===== src/rtl/riscv_pkg.sv =====
// ---------------------------------------------------------------------------
// riscv_pkg
// Shared encodings for the 5-stage pipe controller: opcode constants,
// immediate/ALU/result/source-A selector enums, and the control bundles
// carried through the ID/EX, EX/MEM and MEM/WB registers.
// No ports (package).
// ---------------------------------------------------------------------------
package riscv_pkg;

   localparam logic [6:0] OP_R      = 7'b0110011;
   localparam logic [6:0] OP_I      = 7'b0010011;
   localparam logic [6:0] OP_LOAD   = 7'b0000011;
   localparam logic [6:0] OP_STORE  = 7'b0100011;
   localparam logic [6:0] OP_BRANCH = 7'b1100011;
   localparam logic [6:0] OP_JAL    = 7'b1101111;
   localparam logic [6:0] OP_JALR   = 7'b1100111;
   localparam logic [6:0] OP_LUI    = 7'b0110111;
   localparam logic [6:0] OP_AUIPC  = 7'b0010111;

   typedef enum logic [2:0] {
      IMM_I = 3'b000,
      IMM_S = 3'b001,
      IMM_B = 3'b010,
      IMM_J = 3'b011,
      IMM_U = 3'b100
   } imm_src_t;

   typedef enum logic [3:0] {
      ALU_ADD  = 4'd0,
      ALU_SUB  = 4'd1,
      ALU_AND  = 4'd2,
      ALU_OR   = 4'd3,
      ALU_XOR  = 4'd4,
      ALU_SLT  = 4'd5,
      ALU_SLTU = 4'd6,
      ALU_SLL  = 4'd7,
      ALU_SRL  = 4'd8,
      ALU_SRA  = 4'd9
   } alu_ctrl_t;

   typedef enum logic [1:0] {
      RES_ALU = 2'b00,
      RES_MEM = 2'b01,
      RES_PC4 = 2'b10
   } result_src_t;

   typedef enum logic [1:0] {
      SRCA_RS1  = 2'b00,
      SRCA_PC   = 2'b01,
      SRCA_ZERO = 2'b10
   } alu_src_a_t;

   typedef struct packed {
      logic        regwrite;
      result_src_t resultsrc;
      logic        memwrite;
      logic        jump;
      logic        branch;
      alu_ctrl_t   alucontrol;
      alu_src_a_t  alusrca;
      logic        alusrcb;
      logic        pctgtsrc;
      logic [2:0]  funct3;
      logic        illegal;
   } ctrl_e_t;

   typedef struct packed {
      logic        regwrite;
      result_src_t resultsrc;
      logic        memwrite;
      logic [2:0]  funct3;
      logic        illegal;
   } ctrl_m_t;

   typedef struct packed {
      logic        regwrite;
      result_src_t resultsrc;
      logic        illegal;
   } ctrl_w_t;

   // All-zero bundle: a NOP bubble in any stage.
   localparam ctrl_e_t CTRL_BUBBLE = '0;

   // funct3 -> ALU operation; alt selects SUB (funct3 000) or SRA (funct3 101).
   function automatic alu_ctrl_t alu_op(input logic [2:0] funct3, input logic alt);
      alu_ctrl_t res;
      case (funct3)
         3'b000:  res = alt ? ALU_SUB : ALU_ADD;
         3'b001:  res = ALU_SLL;
         3'b010:  res = ALU_SLT;
         3'b011:  res = ALU_SLTU;
         3'b100:  res = ALU_XOR;
         3'b101:  res = alt ? ALU_SRA : ALU_SRL;
         3'b110:  res = ALU_OR;
         3'b111:  res = ALU_AND;
         default: res = ALU_ADD;
      endcase
      return res;
   endfunction

endpackage


===== src/rtl/pipe_controller_main_dec.sv =====
// ---------------------------------------------------------------------------
// main_dec
// Combinational decode of op/funct3/funct7b5 into the E-stage control bundle
// and the immediate-format select. Unrecognised encodings produce a bundle
// with only the illegal flag set and immsrc = I.
// Ports:
//   op       in  7  instr[6:0]
//   funct3   in  3  instr[14:12]
//   funct7b5 in  1  instr[30]
//   ctrl     out    ctrl_e_t bundle for the ID/EX register
//   immsrc   out 3  immediate format select
// ---------------------------------------------------------------------------
module main_dec
   import riscv_pkg::*;
(
   input  logic [6:0] op,
   input  logic [2:0] funct3,
   input  logic       funct7b5,
   output ctrl_e_t    ctrl,
   output imm_src_t   immsrc
);

   logic bad;

   // Opcode decode, then override with a flagged bubble if the encoding is illegal.
   always_comb begin
      ctrl        = CTRL_BUBBLE;
      immsrc      = IMM_I;
      bad         = 1'b0;
      ctrl.funct3 = funct3;
      case (op)
         OP_R: begin
            ctrl.regwrite   = 1'b1;
            ctrl.alucontrol = alu_op(funct3, funct7b5);
            // only add/sub and srl/sra have a funct7b5 variant
            bad = funct7b5 & (funct3 != 3'b000) & (funct3 != 3'b101);
         end
         OP_I: begin
            ctrl.regwrite   = 1'b1;
            ctrl.alusrcb    = 1'b1;
            // addi has no subtract form, so funct7b5 only matters for shifts
            ctrl.alucontrol = alu_op(funct3, funct7b5 & (funct3 == 3'b101));
            bad = funct7b5 & (funct3 == 3'b001);
         end
         OP_LOAD: begin
            ctrl.regwrite  = 1'b1;
            ctrl.resultsrc = RES_MEM;
            ctrl.alusrcb   = 1'b1;
         end
         OP_STORE: begin
            ctrl.memwrite = 1'b1;
            ctrl.alusrcb  = 1'b1;
            immsrc        = IMM_S;
         end
         OP_BRANCH: begin
            ctrl.branch     = 1'b1;
            ctrl.alucontrol = ALU_SUB;
            immsrc          = IMM_B;
            bad = (funct3 == 3'b010) | (funct3 == 3'b011);
         end
         OP_JAL: begin
            ctrl.regwrite  = 1'b1;
            ctrl.jump      = 1'b1;
            ctrl.resultsrc = RES_PC4;
            immsrc         = IMM_J;
         end
         OP_JALR: begin
            ctrl.regwrite  = 1'b1;
            ctrl.jump      = 1'b1;
            ctrl.resultsrc = RES_PC4;
            ctrl.alusrcb   = 1'b1;
            ctrl.pctgtsrc  = 1'b1;
         end
         OP_LUI: begin
            ctrl.regwrite = 1'b1;
            ctrl.alusrca  = SRCA_ZERO;
            ctrl.alusrcb  = 1'b1;
            immsrc        = IMM_U;
         end
         OP_AUIPC: begin
            ctrl.regwrite = 1'b1;
            ctrl.alusrca  = SRCA_PC;
            ctrl.alusrcb  = 1'b1;
            immsrc        = IMM_U;
         end
         default: bad = 1'b1;
      endcase
      if (bad) begin
         ctrl         = CTRL_BUBBLE;
         ctrl.illegal = 1'b1;
         immsrc       = IMM_I;
      end else begin
         ctrl.illegal = 1'b0;
      end
   end

endmodule


===== src/rtl/pipe_controller.sv =====
// ---------------------------------------------------------------------------
// pipe_controller
// Control unit for the 5-stage pipe: decodes in D, carries control through
// ID/EX, EX/MEM and MEM/WB, and resolves branch/jump redirect in E.
// Ports:
//   clk, reset (sync, active-high)
//   op_d, funct3_d, funct7b5_d       instruction fields in D
//   flush_e                          bubble into E at next edge
//   zero_e, lt_e, ltu_e              ALU compare flags in E
//   immsrc_d, illegal_d              combinational D-stage decode
//   alucontrol_e, alusrca_e, alusrcb_e, pcsrc_e, pctgtsrc_e, resultsrc_e
//   regwrite_m, memwrite_m, funct3_m
//   regwrite_w, resultsrc_w, illegal_w
// ---------------------------------------------------------------------------
module pipe_controller
   import riscv_pkg::*;
(
   input  logic       clk,
   input  logic       reset,
   input  logic [6:0] op_d,
   input  logic [2:0] funct3_d,
   input  logic       funct7b5_d,
   input  logic       flush_e,
   input  logic       zero_e,
   input  logic       lt_e,
   input  logic       ltu_e,
   output logic [2:0] immsrc_d,
   output logic       illegal_d,
   output logic [3:0] alucontrol_e,
   output logic [1:0] alusrca_e,
   output logic       alusrcb_e,
   output logic       pcsrc_e,
   output logic       pctgtsrc_e,
   output logic [1:0] resultsrc_e,
   output logic       regwrite_m,
   output logic       memwrite_m,
   output logic [2:0] funct3_m,
   output logic       regwrite_w,
   output logic [1:0] resultsrc_w,
   output logic       illegal_w
);

   ctrl_e_t  ctrl_d;
   imm_src_t immsrc;
   ctrl_e_t  ctrl_e_r;
   ctrl_m_t  ctrl_m_r;
   ctrl_w_t  ctrl_w_r;
   logic     taken;

   main_dec u_main_dec (
      .op       (op_d),
      .funct3   (funct3_d),
      .funct7b5 (funct7b5_d),
      .ctrl     (ctrl_d),
      .immsrc   (immsrc)
   );

   assign immsrc_d  = immsrc;
   assign illegal_d = ctrl_d.illegal;

   // ID/EX register: reset beats flush, both insert a bubble.
   always_ff @(posedge clk) begin
      if (reset) begin
         ctrl_e_r <= CTRL_BUBBLE;
      end else if (flush_e) begin
         ctrl_e_r <= CTRL_BUBBLE;
      end else begin
         ctrl_e_r <= ctrl_d;
      end
   end

   // EX/MEM and MEM/WB registers: always advance, cleared on reset.
   always_ff @(posedge clk) begin
      if (reset) begin
         ctrl_m_r <= '0;
         ctrl_w_r <= '0;
      end else begin
         ctrl_m_r.regwrite  <= ctrl_e_r.regwrite;
         ctrl_m_r.resultsrc <= ctrl_e_r.resultsrc;
         ctrl_m_r.memwrite  <= ctrl_e_r.memwrite;
         ctrl_m_r.funct3    <= ctrl_e_r.funct3;
         ctrl_m_r.illegal   <= ctrl_e_r.illegal;
         ctrl_w_r.regwrite  <= ctrl_m_r.regwrite;
         ctrl_w_r.resultsrc <= ctrl_m_r.resultsrc;
         ctrl_w_r.illegal   <= ctrl_m_r.illegal;
      end
   end

   // Branch condition from funct3; 010/011 never arrive here as a branch.
   always_comb begin
      taken = 1'b0;
      case (ctrl_e_r.funct3)
         3'b000:  taken = zero_e;
         3'b001:  taken = ~zero_e;
         3'b100:  taken = lt_e;
         3'b101:  taken = ~lt_e;
         3'b110:  taken = ltu_e;
         3'b111:  taken = ~ltu_e;
         default: taken = 1'b0;
      endcase
   end

   assign pcsrc_e      = ctrl_e_r.jump | (ctrl_e_r.branch & taken);
   assign alucontrol_e = ctrl_e_r.alucontrol;
   assign alusrca_e    = ctrl_e_r.alusrca;
   assign alusrcb_e    = ctrl_e_r.alusrcb;
   assign pctgtsrc_e   = ctrl_e_r.pctgtsrc;
   assign resultsrc_e  = ctrl_e_r.resultsrc;
   assign regwrite_m   = ctrl_m_r.regwrite;
   assign memwrite_m   = ctrl_m_r.memwrite;
   assign funct3_m     = ctrl_m_r.funct3;
   assign regwrite_w   = ctrl_w_r.regwrite;
   assign resultsrc_w  = ctrl_w_r.resultsrc;
   assign illegal_w    = ctrl_w_r.illegal;

endmodule


===== config.mk =====
export PLATFORM = sky130hd
export DESIGN_NAME = pipe_controller
export DESIGN_NICKNAME = d
export VERILOG_FILES = /design/src/rtl/riscv_pkg.sv /design/src/rtl/pipe_controller_main_dec.sv /design/src/rtl/pipe_controller.sv
export SDC_FILE = /design/constraint.sdc
export NUM_CORES = 1
export LEC_CHECK = 0
export ABC_AREA = 1
export BUFFER_PORTS_ARGS = -buffer_cell sky130_fd_sc_hd__buf_2
export CAP_MARGIN = 40
export CORE_ASPECT_RATIO = 0.9
export CORE_MARGIN = 3
export CORE_UTILIZATION = 45
export CTS_BUF_LIST = sky130_fd_sc_hd__clkbuf_16
export DETAILED_ROUTE_END_ITERATION = 6
export PLACE_DENSITY = 0.74
export RECOVER_POWER = 100
export REMOVE_ABC_BUFFERS = 1
export SLEW_MARGIN = 10
export SYNTH_ARGS = -nofsm -noshare
export SYNTH_HDL_FRONTEND = slang
export SYNTH_SLANG_ARGS = --single-unit
export TNS_END_PERCENT = 50

===== constraint.sdc =====
create_clock -name clk -period 3.5 [get_ports clk]
set_input_delay 0.7 -clock clk [delete_from_list [all_inputs] [get_ports clk]]
set_output_delay 0.7 -clock clk [all_outputs]
set_load 0.005 [all_outputs]

==> impl_metrics.py <==
metrics = {
    "worst_setup_path": {
        "critPathLaunch": "op_d[4]",
        "crit_end": "immsrc_d[1]",
        "required_ns": 2.80,
        "r2r_start": "ctrl_e_r[1]",
        "critPathSlowestCell": "nor2_1",
        "critPathCaptureType": "output pin",
        "crit_top_cell": "nand2_1",
        "crit_fanout": 5,
        "worst_ep_arrival_time_ns": 1.83,
        "startpoint_type": "input port",
        "rrSetupSlack_ns": 2.94,
        "r2r-end": "funct3_m[0]",
        "cp_slowest_stage_delay_ns": 0.22,
        "critPathKind": "input port to output pin",
        "crit_chain": "clkbuf_1, inv_1, nand2_1, nor2_1, nand2_1, nand2_1, nor2_1, nand2_2, nand2_1, nor2_1, clkbuf_1",
        "rr_worst_depth": 2,
    },
    "synthesis": {
        "synth_seq_cells": 30,
        "netlist_instances": 177,
        "synth_seq_area_share_pct": 46.2,
        "yosysUniqueCellTypes": 21,
        "yosys-top-cells-count": "33 x nor2_1, 30 x dfxtp_1, 29 x nand2_1",
        "yosysMostFrequentCell": "nor2_1",
        "syn-cell-area_sq_mm": 0.00130,
        "synthFlopType": "dfxtp_1",
        "async_flop_share_pct": 0,
        "synth_top_area_share_pct": 46.2,
        "synth_area_leaders": "dfxtp_1 46%, nor2_1 9.5%, nand2_1 8.4%",
        "synth_area_per_cell_sq_um": 7.34,
        "synth_enable_flop_cells": 0,
        "yosysWarnings": 0,
        "synth_top_cell_by_area": "dfxtp_1",
    },
    "routing": {
        "drt_iter0_markers": 50,
        "drc": 0,
        "wl_per_cell_microns": 9.22,
        "wirelength_microns": 2310,
        "drt_pass1_iterations": 4,
        "ant_nets": 0,
        "viasPerCell": 4.47,
        "vias": 1117,
    },
    "cells_and_area": {
        "instances_no_fill": 250,
        "utilization_pct": 60.3,
        "syn2layout_area_growth_pct": 20.3,
        "drive_gt1_share_pct": 25.5,
        "nNetsFinal": 228,
        "antennaDiodeCount": 0,
    },
    "placement": {
        "io_buffers": 40,
        "dp_cells": 242,
        "gp_routability_congestion": 0.917,
        "post-place-ws_ns": 1.03,
        "dp_hpwl_microns": 1830,
    },
    "power": {
        "p_leak_nw": 0.746,
        "power_density_mw_per_mm2": 498,
        "vdd_drop_max_v": 0.000172,
    },
    "timing": {
        "rsz0062_at_grt": "false",
        "setup_tns_ns": 0,
        "slew_viol_final": 0,
        "post-route-period-util_pct": 72.4,
        "hold_viol_final": 0,
        "worst_slack_ns": 0.966,
        "tightest_slew_ns": 0.864,
        "slew_headroom_pct": 42.3,
        "finClkSkew_ns": 0.000752,
        "hold_ws_ns": 0.397,
        "fin_crit_ns": 2.53,
        "fmax_ghz": 0.395,
        "setup_violations": 0,
    },
    "global_route": {
        "grt_overflow": 0,
        "grt_pass1_wl_microns": 4080,
        "grt_pass1_vias": 988,
        "grt_start_max_net_pins": 18,
        "antenna_found_initial": 0,
        "grt_util_all_layers_pct": 14.3,
    },
    "job": {
        "drv_cap": 0,
    },
    "floorplan": {
        "pin_count": 41,
        "die_w_microns": 62.7,
        "rows": 17,
        "initial_core_util_pct": 50.1,
        "die_height_microns": 57.0,
        "coreArea_sq_mm": 0.00259,
        "die_area_sq_mm": 0.00357,
    },
    "clocking": {
        "cts.sinks": 30,
        "htree_levels": 2,
        "post_cts_buffers": 0,
        "cts_tree": "yes",
        "insertion_delay_ns": 0.26,
        "path_clk_slew_ns": 0.05,
        "holdBufCountCts": 0,
        "cts_resized": 0,
        "cts_made_buffers": 5,
        "cts-root-buf": "clkbuf_16",
        "clockBufferDepth": 2,
    },
    "run_status": {
        "outcome": "finished, final reports clean",
    },
    "worst_hold_path": {
        "holdCritPathClass": "flop to flop",
    },
}
==> worst min path at each step <==
stage                  from             end  slack, ns  depth (start not counted)
6_report       ctrl_e_r[17]      regwrite_m       0.40                          2
4_1_cts        ctrl_e_r[17]      regwrite_m       0.40                          2
5_1_grt         ctrl_e_r[0]     ctrl_m_r[0]       0.43                          2
3_5_place_dp   ctrl_e_r[17]      regwrite_m       0.39                          2
2_1_floorplan   ctrl_e_r[0]     ctrl_m_r[0]       0.39                          2
3_3_place_gp    ctrl_m_r[6]  resultsrc_w[1]       0.39                          2
==> final cells by class <==
| class | instances | area [sq um] |
|---|---|---|
| well taps | 38 | 47.5 |
| repair buffers | 40 | 188 |
| fillers | 256 | 1030 |
| clock buffers | 5 | 125 |
| multi-input cells | 109 | 493 |
| clock inverters | 3 | 16.3 |
| flip-flops and latches | 30 | 601 |
| inverters | 25 | 93.8 |
==> through the flow <==
stage	cell area [sq um]	power [W]
after detailed placement	1450	0.000396
after global routing	1560	0.000812
after global placement	1450	0.000396
after floorplan	1200	0.000376
after CTS	1590	0.000789
final	1560	0.000778
==> layer usage <==
layer	global-route usage, %	up-vias	routed length (microns)
met5	0	-	0
met4	6.60	0	19
met2	21.9	43	994
li1	-	601	-
met3	4.53	2	147
met1	18.5	471	1140
==> state kept, by name (all words and copies together), names as in the netlist <==
name and cells:
ctrl_m_r 3, pctgtsrc_e 1, funct3_m 3, illegal_w 1, alusrcb_e 1, alusrca_e 2
alucontrol_e 4, resultsrc_e 2, memwrite_m 1, regwrite_w 1, resultsrc_w 2, regwrite_m 1
ctrl_e_r 8
==> logic make-up after synthesis <==
family,share of synthesized area [%]
compound gates,5.49
flops,46.2
buf+inv,14.7
simple gates,33.6
==> cells in the final DEF, fill, tap and decap left out <==
cell type,synthesis,layout
nor2_1,33,34
dfxtp_1,30,30
buf_2,0,30
nand2_1,29,29
inv_1,22,23
nand3_1,13,14
nor2_2,14,13
clkbuf_1,1,10
o21ai_0,6,6
clkbuf_16,0,5
nor3_1,3,3
a21oi_1,3,3
inv_2,3,2
o21ai_1,1,1
nand4_1,1,1
nand2_2,1,1
o22ai_1,1,1
a21o_1,1,1
or2_2,1,1
a21boi_0,1,1
clkinvlp_4,0,1
clkinv_2,0,1
clkinv_1,0,1
==> critical path: cells and delay by family <==
| kind | cells | cell delay, ns |
|---|---|---|
| buf+inv | 3 | 0.30 |
| simple gates | 8 | 0.82 |
==> power breakdown <==
group | switching (W) | total (W) | internal, W
logic | 0.0000281 | 0.0000433 | 0.0000151
clock network | 0.000132 | 0.000390 | 0.000258
registers | 0.000000569 | 0.000345 | 0.000344
No activity file was read; power rests on OpenSTA's default activity.
